## config.mk

```make
export PLATFORM = sky130hd
export DESIGN_NAME = xbar_periph_port_rr_flat
export DESIGN_NICKNAME = d
export VERILOG_FILES = /design/src/rtl/xbar_periph_port_rr_pkg.sv /design/src/rtl/xbar_periph_port_rr_if.sv /design/src/rtl/xbar_periph_port_rr_arb.sv /design/src/rtl/xbar_periph_port_rr.sv /design/src/flat_wrapper.sv
export SDC_FILE = /design/constraint.sdc
export NUM_CORES = 1
export LEC_CHECK = 0
export CAP_MARGIN = 5
export CORE_AREA = 3 3 110 112
export DETAILED_ROUTE_END_ITERATION = 8
export DIE_AREA = 0 0 113 115
export PLACE_DENSITY = 0.66
export SLEW_MARGIN = 20
export SYNTH_ARGS = -nofsm -noshare
export SYNTH_HDL_FRONTEND = slang
export SYNTH_SLANG_ARGS = --single-unit
```

## constraint.sdc

```tcl
create_clock -name clk_i -period 5.6 [get_ports clk_i]
set_input_delay 1.12 -clock clk_i [delete_from_list [all_inputs] [get_ports clk_i]]
set_output_delay 1.12 -clock clk_i [all_outputs]
set_load 0.05 [all_outputs]
```

## src/rtl/xbar_periph_port_rr_pkg.sv

```systemverilog
// ---------------------------------------------------------------------------
// xbar_pkg
//   Shared constants and types for the crossbar peripheral port.
//   XBAR_DATA_W / XBAR_BE_W : data-path and byte-enable widths.
//   xbar_wr_t               : write payload (wen, wdata, be) of a request;
//                             users wrap it with their own address width.
//   xbar_wrap_inc           : modulo-n increment helper.
// ---------------------------------------------------------------------------
package xbar_pkg;

    localparam int unsigned XBAR_DATA_W = 32;
    localparam int unsigned XBAR_BE_W   = 4;

    typedef struct packed {
        logic                   wen;
        logic [XBAR_DATA_W-1:0] wdata;
        logic [XBAR_BE_W-1:0]   be;
    } xbar_wr_t;

    function automatic int unsigned xbar_wrap_inc(input int unsigned v, input int unsigned n);
        return (v + 1 >= n) ? 0 : v + 1;
    endfunction

endpackage

```

## src/rtl/xbar_periph_port_rr_if.sv

```systemverilog
// ---------------------------------------------------------------------------
// xbar_periph_port_rr_if
//   Bundles the controller-side request/response channels and the
//   peripheral-side request/response channel of one crossbar port.
//   modport slave  : the port itself (takes controller requests and
//                    peripheral responses, drives grants/responses/p_*).
//   modport master : the surrounding environment (controllers + peripheral).
//   Controller vectors are flattened, controller i at slice i.
// ---------------------------------------------------------------------------
interface xbar_periph_port_rr_if
    import xbar_pkg::*;
#(
    parameter int unsigned NUM_CTRL        = 3,
    parameter int unsigned WORD_ADDR_WIDTH = 16,
    parameter int unsigned SEL_BITS        = 2
) ();

    localparam int unsigned PAW = WORD_ADDR_WIDTH - SEL_BITS;

    logic [NUM_CTRL-1:0]                 c_req_i;
    logic [NUM_CTRL*WORD_ADDR_WIDTH-1:0] c_addr_i;
    logic [NUM_CTRL-1:0]                 c_wen_i;
    logic [NUM_CTRL*XBAR_DATA_W-1:0]     c_wdata_i;
    logic [NUM_CTRL*XBAR_BE_W-1:0]       c_be_i;
    logic [NUM_CTRL-1:0]                 c_gnt_o;
    logic [NUM_CTRL-1:0]                 c_rvalid_o;
    logic [XBAR_DATA_W-1:0]              c_rdata_o;

    logic                                p_req_o;
    logic [PAW-1:0]                      p_addr_o;
    logic                                p_wen_o;
    logic [XBAR_DATA_W-1:0]              p_wdata_o;
    logic [XBAR_BE_W-1:0]                p_be_o;
    logic                                p_ready_i;
    logic                                p_rvalid_i;
    logic [XBAR_DATA_W-1:0]              p_rdata_i;

    modport slave (
        input  c_req_i, c_addr_i, c_wen_i, c_wdata_i, c_be_i,
        input  p_ready_i, p_rvalid_i, p_rdata_i,
        output c_gnt_o, c_rvalid_o, c_rdata_o,
        output p_req_o, p_addr_o, p_wen_o, p_wdata_o, p_be_o
    );

    modport master (
        output c_req_i, c_addr_i, c_wen_i, c_wdata_i, c_be_i,
        output p_ready_i, p_rvalid_i, p_rdata_i,
        input  c_gnt_o, c_rvalid_o, c_rdata_o,
        input  p_req_o, p_addr_o, p_wen_o, p_wdata_o, p_be_o
    );

endinterface

```

## src/rtl/xbar_periph_port_rr_arb.sv

```systemverilog
// ---------------------------------------------------------------------------
// xbar_rr_arbiter
//   Round-robin arbiter with stall lock.
//   clk_i, rst_ni : clock, async active-low reset
//   i_req         : per-controller requests
//   i_en          : selection allowed (low while the ID queue is full)
//   i_accept      : selected request accepted this cycle
//   i_hold        : selected request stalled this cycle (lock it)
//   o_gnt/o_idx   : one-hot / binary selected controller
//   o_valid       : a controller is selected
// ---------------------------------------------------------------------------
module xbar_rr_arbiter
    import xbar_pkg::*;
#(
    parameter int unsigned NUM_CTRL = 3
) (
    input  logic                        clk_i,
    input  logic                        rst_ni,
    input  logic [NUM_CTRL-1:0]         i_req,
    input  logic                        i_en,
    input  logic                        i_accept,
    input  logic                        i_hold,
    output logic [NUM_CTRL-1:0]         o_gnt,
    output logic [$clog2(NUM_CTRL)-1:0] o_idx,
    output logic                        o_valid
);

    localparam int unsigned IDW = $clog2(NUM_CTRL);

    logic [IDW-1:0] r_ptr;
    logic           r_locked;
    logic [IDW-1:0] r_lock_idx;
    logic           w_found;

    // A lock whose controller dropped its request is ignored here, so the
    // same cycle falls through to a normal round-robin search.
    always_comb begin
        int unsigned v_cand;
        v_cand  = 0;
        w_found = 1'b0;
        o_idx   = '0;
        o_gnt   = '0;
        if (r_locked && i_req[r_lock_idx]) begin
            w_found = 1'b1;
            o_idx   = r_lock_idx;
        end else begin
            for (int unsigned k = 0; k < NUM_CTRL; k++) begin
                v_cand = int'(r_ptr) + k;
                if (v_cand >= NUM_CTRL) v_cand = v_cand - NUM_CTRL;
                if (!w_found && i_req[IDW'(v_cand)]) begin
                    w_found = 1'b1;
                    o_idx   = IDW'(v_cand);
                end
            end
        end
        o_valid = w_found && i_en;
        if (o_valid) o_gnt[o_idx] = 1'b1;
    end

    always_ff @(posedge clk_i or negedge rst_ni) begin
        if (!rst_ni) begin
            r_ptr      <= '0;
            r_locked   <= 1'b0;
            r_lock_idx <= '0;
        end else if (i_accept) begin
            r_ptr    <= IDW'(xbar_wrap_inc(int'(o_idx), NUM_CTRL));
            r_locked <= 1'b0;
        end else if (i_hold) begin
            r_locked   <= 1'b1;
            r_lock_idx <= o_idx;
        end else if (r_locked && !i_req[r_lock_idx]) begin
            r_locked <= 1'b0;
        end
    end

endmodule

```

## src/rtl/xbar_periph_port_rr.sv

```systemverilog
// ---------------------------------------------------------------------------
// xbar_periph_port_rr
//   Crossbar peripheral port: round-robin arbitration of NUM_CTRL controllers
//   onto one peripheral, in-order ID queue for response routing, per-
//   controller write permission and a sticky protocol-error flag.
//   clk_i, rst_ni : clock, async active-low reset
//   bus (slave)   : controller channels c_* and peripheral channel p_*
//   err_o         : sticky; response seen with no transaction outstanding
// ---------------------------------------------------------------------------
module xbar_periph_port_rr
    import xbar_pkg::*;
#(
    parameter int unsigned         NUM_CTRL        = 3,
    parameter int unsigned         WORD_ADDR_WIDTH = 16,
    parameter int unsigned         SEL_BITS        = 2,
    parameter int unsigned         MAX_OUTSTANDING = 2,
    parameter logic [NUM_CTRL-1:0] WRITE_MASK      = '1
) (
    input  logic                 clk_i,
    input  logic                 rst_ni,
    xbar_periph_port_rr_if.slave bus,
    output logic                 err_o
);

    localparam int unsigned IDW  = $clog2(NUM_CTRL);
    localparam int unsigned PAW  = WORD_ADDR_WIDTH - SEL_BITS;
    localparam int unsigned QPW  = (MAX_OUTSTANDING > 1) ? $clog2(MAX_OUTSTANDING) : 1;
    localparam int unsigned CNTW = $clog2(MAX_OUTSTANDING + 1);

    typedef struct packed {
        logic [PAW-1:0] addr;
        xbar_wr_t       wr;
    } req_t;

    logic [NUM_CTRL-1:0] w_sel;
    logic [IDW-1:0]      w_idx;
    logic                w_valid;
    logic                w_full;
    logic                w_empty;
    logic                w_en;
    logic                w_accept;
    logic                w_hold;
    logic                w_pop;
    req_t                w_req;
    logic [NUM_CTRL-1:0] w_rvalid;

    logic [IDW-1:0]      r_ids [MAX_OUTSTANDING];
    logic [QPW-1:0]      r_wptr;
    logic [QPW-1:0]      r_rptr;
    logic [CNTW-1:0]     r_count;
    logic                r_err;

    // Full is judged on the registered count: a same-cycle pop never frees a slot early.
    assign w_full   = (r_count == CNTW'(MAX_OUTSTANDING));
    assign w_empty  = (r_count == '0);
    assign w_en     = !w_full;
    assign w_accept = w_valid && bus.p_ready_i;
    assign w_hold   = w_valid && !bus.p_ready_i;
    assign w_pop    = bus.p_rvalid_i && !w_empty;

    xbar_rr_arbiter #(.NUM_CTRL(NUM_CTRL)) u_arb (
        .clk_i    (clk_i),
        .rst_ni   (rst_ni),
        .i_req    (bus.c_req_i),
        .i_en     (w_en),
        .i_accept (w_accept),
        .i_hold   (w_hold),
        .o_gnt    (w_sel),
        .o_idx    (w_idx),
        .o_valid  (w_valid)
    );

    // Request mux; controllers without write permission are forwarded as reads.
    always_comb begin
        w_req = '0;
        if (w_valid) begin
            w_req.addr = bus.c_addr_i[w_idx*WORD_ADDR_WIDTH +: PAW];
            if (WRITE_MASK[w_idx]) begin
                w_req.wr.wen   = bus.c_wen_i[w_idx];
                w_req.wr.wdata = bus.c_wdata_i[w_idx*XBAR_DATA_W +: XBAR_DATA_W];
                w_req.wr.be    = bus.c_be_i[w_idx*XBAR_BE_W +: XBAR_BE_W];
            end
        end
    end

    always_comb begin
        w_rvalid = '0;
        if (w_pop) w_rvalid[r_ids[r_rptr]] = 1'b1;
    end

    assign bus.p_req_o    = w_valid;
    assign bus.p_addr_o   = w_req.addr;
    assign bus.p_wen_o    = w_req.wr.wen;
    assign bus.p_wdata_o  = w_req.wr.wdata;
    assign bus.p_be_o     = w_req.wr.be;
    assign bus.c_gnt_o    = w_accept ? w_sel : '0;
    assign bus.c_rvalid_o = w_rvalid;
    assign bus.c_rdata_o  = bus.p_rvalid_i ? bus.p_rdata_i : '0;
    assign err_o          = r_err;

    always_ff @(posedge clk_i) begin
        if (w_accept) r_ids[r_wptr] <= w_idx;
    end

    always_ff @(posedge clk_i or negedge rst_ni) begin
        if (!rst_ni) begin
            r_wptr  <= '0;
            r_rptr  <= '0;
            r_count <= '0;
            r_err   <= 1'b0;
        end else begin
            if (w_accept) r_wptr <= QPW'(xbar_wrap_inc(int'(r_wptr), MAX_OUTSTANDING));
            if (w_pop)    r_rptr <= QPW'(xbar_wrap_inc(int'(r_rptr), MAX_OUTSTANDING));
            if (w_accept && !w_pop)      r_count <= r_count + 1'b1;
            else if (!w_accept && w_pop) r_count <= r_count - 1'b1;
            if (bus.p_rvalid_i && w_empty) r_err <= 1'b1;
        end
    end

endmodule

```

## src/flat_wrapper.sv

```systemverilog
// flat-port wrapper written by rule: the top's interface ports become plain ports
module xbar_periph_port_rr_flat import xbar_pkg::*;
#(
    parameter int unsigned         NUM_CTRL        = 3,
    parameter int unsigned         WORD_ADDR_WIDTH = 16,
    parameter int unsigned         SEL_BITS        = 2,
    parameter int unsigned         MAX_OUTSTANDING = 2,
    parameter logic [NUM_CTRL-1:0] WRITE_MASK      = '1
)
  (clk_i, rst_ni, err_o, bus_c_req_i, bus_c_addr_i, bus_c_wen_i, bus_c_wdata_i, bus_c_be_i, bus_p_ready_i, bus_p_rvalid_i, bus_p_rdata_i, bus_c_gnt_o, bus_c_rvalid_o, bus_c_rdata_o, bus_p_req_o, bus_p_addr_o, bus_p_wen_o, bus_p_wdata_o, bus_p_be_o);
  xbar_periph_port_rr_if #(.NUM_CTRL(NUM_CTRL), .WORD_ADDR_WIDTH(WORD_ADDR_WIDTH), .SEL_BITS(SEL_BITS)) bus_i ();
  input  logic clk_i;
  input  logic rst_ni;
  output logic err_o;
  input wire logic [$bits(bus_i.c_req_i)-1:0] bus_c_req_i;
  input wire logic [$bits(bus_i.c_addr_i)-1:0] bus_c_addr_i;
  input wire logic [$bits(bus_i.c_wen_i)-1:0] bus_c_wen_i;
  input wire logic [$bits(bus_i.c_wdata_i)-1:0] bus_c_wdata_i;
  input wire logic [$bits(bus_i.c_be_i)-1:0] bus_c_be_i;
  input wire logic [$bits(bus_i.p_ready_i)-1:0] bus_p_ready_i;
  input wire logic [$bits(bus_i.p_rvalid_i)-1:0] bus_p_rvalid_i;
  input wire logic [$bits(bus_i.p_rdata_i)-1:0] bus_p_rdata_i;
  output wire logic [$bits(bus_i.c_gnt_o)-1:0] bus_c_gnt_o;
  output wire logic [$bits(bus_i.c_rvalid_o)-1:0] bus_c_rvalid_o;
  output wire logic [$bits(bus_i.c_rdata_o)-1:0] bus_c_rdata_o;
  output wire logic [$bits(bus_i.p_req_o)-1:0] bus_p_req_o;
  output wire logic [$bits(bus_i.p_addr_o)-1:0] bus_p_addr_o;
  output wire logic [$bits(bus_i.p_wen_o)-1:0] bus_p_wen_o;
  output wire logic [$bits(bus_i.p_wdata_o)-1:0] bus_p_wdata_o;
  output wire logic [$bits(bus_i.p_be_o)-1:0] bus_p_be_o;
  assign bus_i.c_req_i = bus_c_req_i;
  assign bus_i.c_addr_i = bus_c_addr_i;
  assign bus_i.c_wen_i = bus_c_wen_i;
  assign bus_i.c_wdata_i = bus_c_wdata_i;
  assign bus_i.c_be_i = bus_c_be_i;
  assign bus_i.p_ready_i = bus_p_ready_i;
  assign bus_i.p_rvalid_i = bus_p_rvalid_i;
  assign bus_i.p_rdata_i = bus_p_rdata_i;
  assign bus_c_gnt_o = bus_i.c_gnt_o;
  assign bus_c_rvalid_o = bus_i.c_rvalid_o;
  assign bus_c_rdata_o = bus_i.c_rdata_o;
  assign bus_p_req_o = bus_i.p_req_o;
  assign bus_p_addr_o = bus_i.p_addr_o;
  assign bus_p_wen_o = bus_i.p_wen_o;
  assign bus_p_wdata_o = bus_i.p_wdata_o;
  assign bus_p_be_o = bus_i.p_be_o;
  xbar_periph_port_rr #(.NUM_CTRL(NUM_CTRL), .WORD_ADDR_WIDTH(WORD_ADDR_WIDTH), .SEL_BITS(SEL_BITS), .MAX_OUTSTANDING(MAX_OUTSTANDING), .WRITE_MASK(WRITE_MASK)) u_core (.clk_i(clk_i), .rst_ni(rst_ni), .bus(bus_i), .err_o(err_o));
endmodule
```

==> results.txt <==
The number of nets in the synthesized netlist came out at around 520. The required time at the endpoint of the critical path is 4.48 ns. The worst setup path is launched from an input pin.

The area of combinational cells with multiple inputs is 1790 um^2. The first global-routing pass estimated approximately 16,000 um of wire. The total standard cell area after synthesis is ~2400 um^2. The number of inserted filler cells in the final layout came out at 1,060.

The count of pins on the block boundary came out at approximately 290. The signal on the critical path passes through clkdlybuf4s50_1, mux2i_1, o21ai_1, nor4_1, o31ai_4, buf_4, mux2i_1, a21oi_1, clkdlybuf4s50_1. The number of nets in the layout came out at 781. The number of endpoints failing setup at the final stage is 0. Buffers placed on the I/O ports in this run total 282. The count of vias placed by the detailed router is 3,310. The layout overhead on the synthesized area is 134%. The die is roughly 110 um wide. The count of different cell masters after synthesis is 45. Across every metal layer, demand over resource in global routing totals 15.5%. The synthesized netlist devotes 30.0% of its cell area to compound gates. The critical path in this run is classified as in -> out. The arrival time of data at the critical path endpoint came out at 4.13 ns. The startpoint of the tightest hold check path is u_core.err_o. The routed design could run at a clock period as short as 5.25 ns.

The cell chosen for the clock root is clkbuf_16. The transition time at the pin with the least slew margin is 0.650 ns. The post-detailed-placement half-perimeter wirelength is a little under 10,000 um.

The number of H-tree branching levels is 1. TritonCTS created 3 clock buffers. The tree built by TritonCTS fans out to 14 sinks.

The overall die area is around 13,000 um^2. The reported max-cap violation count is 0. The insertion delay to the later sink of the worst-skew pair came out at 0.25 ns.

The share of the Yosys chip area taken by registers is 15.4%. The run finished with clean final reports. The worst clock skew came out at 0.00286 ns. In this run the tightest slew margin relative to its limit is 56.3%. STA classifies the critical path endpoint as a primary output.

By area, the combinational part of the netlist is dominated by compound AO/OA/AOI/OAI gates. The post-synthesis register bit count is 14. The core region is between 10,000 and 15,000 um^2.

TritonCTS built the clock tree. The peak per-stage delay on the critical path is 0.82 ns. The final total negative setup slack came out at 0 ns. The number of placement rows is 39. Averaged over all synthesized cells, the footprint is 7.66 um^2.

After synthesis, the share of cell area in mux cells is 24.6%. Once the clock tree was built, the setup fixing pass inserted 0 buffers. In this run the worst path has a maximum fanout of 22. The per-cell routed wire length came out at 15.6 um.

The pin count of the biggest net entering global routing is 65. The synthesized netlist devotes 2.61% of its cell area to adder and majority cells. The residual antenna-violating net count after detailed routing came out at 0. The total count of hold-check failures in the final report is 0. The startpoint of the worst-slack reg-to-reg timing path is u_core.u_arb.r_ptr[0]. The critical path startpoint is bus_c_req_i[2]. The number of antenna cells inserted is 0. The first routing iteration left 93 violations.

The number of global-route vias before repair is ~3,300. The achievable clock frequency is 190 MHz. The number of antenna violations at the first check in global routing came out at 0. The initial cell density of the core is 21.2%. The count of unresolved DRC violations after routing came out at 0. The global-route congestion overflow total is 0. The endpoint identified for the worst register-to-register timing path is u_core.r_count[1]. No sink is reached through more buffers than the 2 on the longest clock path. The internal reg-to-reg setup slack is ~2.7 ns. The xor/xnor cell area share of the yosys netlist is 1.83%. The aggregate routed wire length is 11,200 um. The first detailed-routing pass ran for 4 iterations. The floorplan die height came out at 115 um. The slowest library cell on the worst path is clkdlybuf4s50_1. Hold repair after CTS inserted 0 buffers. The worst hold path belongs to the class reg -> reg. In the final layout, the share of cells above drive strength 1 is between 10% and 20%.

The number of warning messages in the yosys log is 0. The cell depth of the worst flop-to-flop path is 13. After detailed routing, the number of vias per cell comes to 4.60.

The synthesized netlist cell count came out at 313. The worst hold path depth is 1. The final max-slew violation count is 0.

Dividing the final minimum period by the clock period gives between 90% and 100%. Post-CTS repair changed the size of 0 cells. Setup repair after global routing left no endpoint under its margin. The final estimated routing congestion in global placement came out at 0.817.

The register area is 370 um^2. The worst hold path terminates at u_core.err_o. The clock transition at the registers of the reported paths is 0.05 ns.

The basic-gate share of the synthesized area counting and, or, nand and nor cells is 14.9%.
==> critical path: cells and delay by family <==
kind | cells | cell delay, ns
compound gates | 3 | 0.35
buf+inv | 3 | 1.65
mux | 2 | 0.39
simple gates | 1 | 0.60
==> cell families (layout without fill, tap and decap cells) <==
family	count (synthesis)	after routing
adders and majority gates	5	5
xor gates and xnor gates	5	5
and+or+nand+nor	63	63
DFF	14	14
buffers and inverters	40	304
muxes	58	58
AOI/OAI and AO/OA	128	128
==> area by class of cell <==
type | count | share of cell area [%]
Timing Repair Buffer | 289 | 55.8
Tap cell | 143 | 3.19
Clock buffer | 4 | 1.59
Sequential cell | 14 | 6.61
Inverter | 11 | 0.737
Multi-Input combinational cell | 259 | 32.0
==> routing by layer <==
layer  track usage, %  wire, um
met5                0         0
met4             2.40       139
met3             4.58      1270
met2             30.2      5980
met1             16.8      3830
==> how the worst max path moves through the flow <==
stage	endpoint	depth (start not counted)	slack, ns
floorplan	bus_p_addr_o[10]	9	1.34
global placement	bus_p_addr_o[2]	9	0.49
detailed placement	bus_p_wdata_o[31]	9	0.39
CTS	bus_p_addr_o[2]	9	0.37
global route	bus_p_wdata_o[31]	9	0.17
finish	bus_p_wdata_o[31]	9	0.35
==> placed cells by master (no fill, tap or decap), drive strengths merged, types with 2 or more instances in the layout <==
cell	netlist	final
clkdlybuf4s50	0	243
o21ai	56	56
mux2i	54	54
a21oi	53	53
buf	18	46
and2	32	32
nor2	15	15
inv	11	11
dfrtp	10	10
ha	5	5
o2bb2ai	4	4
edfxtp	4	4
clkbuf	11	4
mux2	4	4
and3	3	3
nand2	3	3
a21o	3	3
xnor2	3	3
nor2b	2	2
nand3b	2	2
nor3b	2	2
xor2	2	2
o211ai	2	2
a31oi	2	2
==> sequential cells by signal, summed over array words and instances, names as in the netlist <==
register                 count
u_core.u_arb.r_lock_idx      2
u_core.r_wptr                1
u_core.r_ids                 4
u_core.u_arb.r_locked        1
u_core.r_count               2
u_core.u_arb.r_ptr           2
u_core.r_rptr                1
u_core.err_o                 1
==> per-stage QoR <==
stage / cells / cell area [um^2] / setup WS, ns / hold slack (ns) / util (%)
floorplan: 313 / 2400 / 1.34 / 0.461 / -
global placement: 716 / 5510 / 0.494 / 0.444 / 48.7
detailed placement: 716 / 5510 / 0.390 / 0.452 / 48.7
CTS: 720 / 5600 / 0.375 / 0.462 / 49.5
global route: 720 / 5600 / 0.175 / 0.476 / 49.5
finish: 720 / 5600 / 0.346 / 0.462 / 49.5
==> synthesized netlist by cell type <==
master     number  area [um^2]
nor2b_1         2         12.5
o2bb2ai_1       4         35.0
o211ai_1        1         7.51
a211o_1         1         8.76
o211a_1         1         10.0
mux2_4          1         15.0
a2bb2oi_1       1         8.76
o32a_1          1         10.0
o21ai_0        52          260
inv_1           7         26.3
nor4_1          1         6.26
o21ai_2         1         8.76
dfrtp_1        10          250
nor2_1         14         52.6
a21o_1          3         22.5
a32oi_1         1         8.76
buf_12          5          100
mux2_1          1         11.3
mux2i_1        54          541
o211ai_2        1         12.5
a31oi_1         1         6.26
a31oi_2         1         12.5
xor2_1          2         17.5
o31ai_1         1         7.51
o21ai_1         3         15.0
buf_2          10         50.1
a21oi_1        53          265
nand3_1         1         5.00
mux2_2          2         22.5
and3_1          3         18.8
nand2_1         3         11.3
inv_2           4         15.0
buf_4           3         22.5
and2b_4         1         10.0
nor3_1          1         5.00
edfxtp_1        4          120
nand3b_1        2         15.0
a32o_1          1         10.0
nor3b_1         2         15.0
and2_1         32          200
clkbuf_1       11         41.3
ha_1            5         62.6
o2111ai_1       1         8.76
nor2_2          1         6.26
xnor2_1         3         26.3
Power is not shown: default switching activity piles up to over one toggle a cycle in this logic, so the estimate is an artifact.
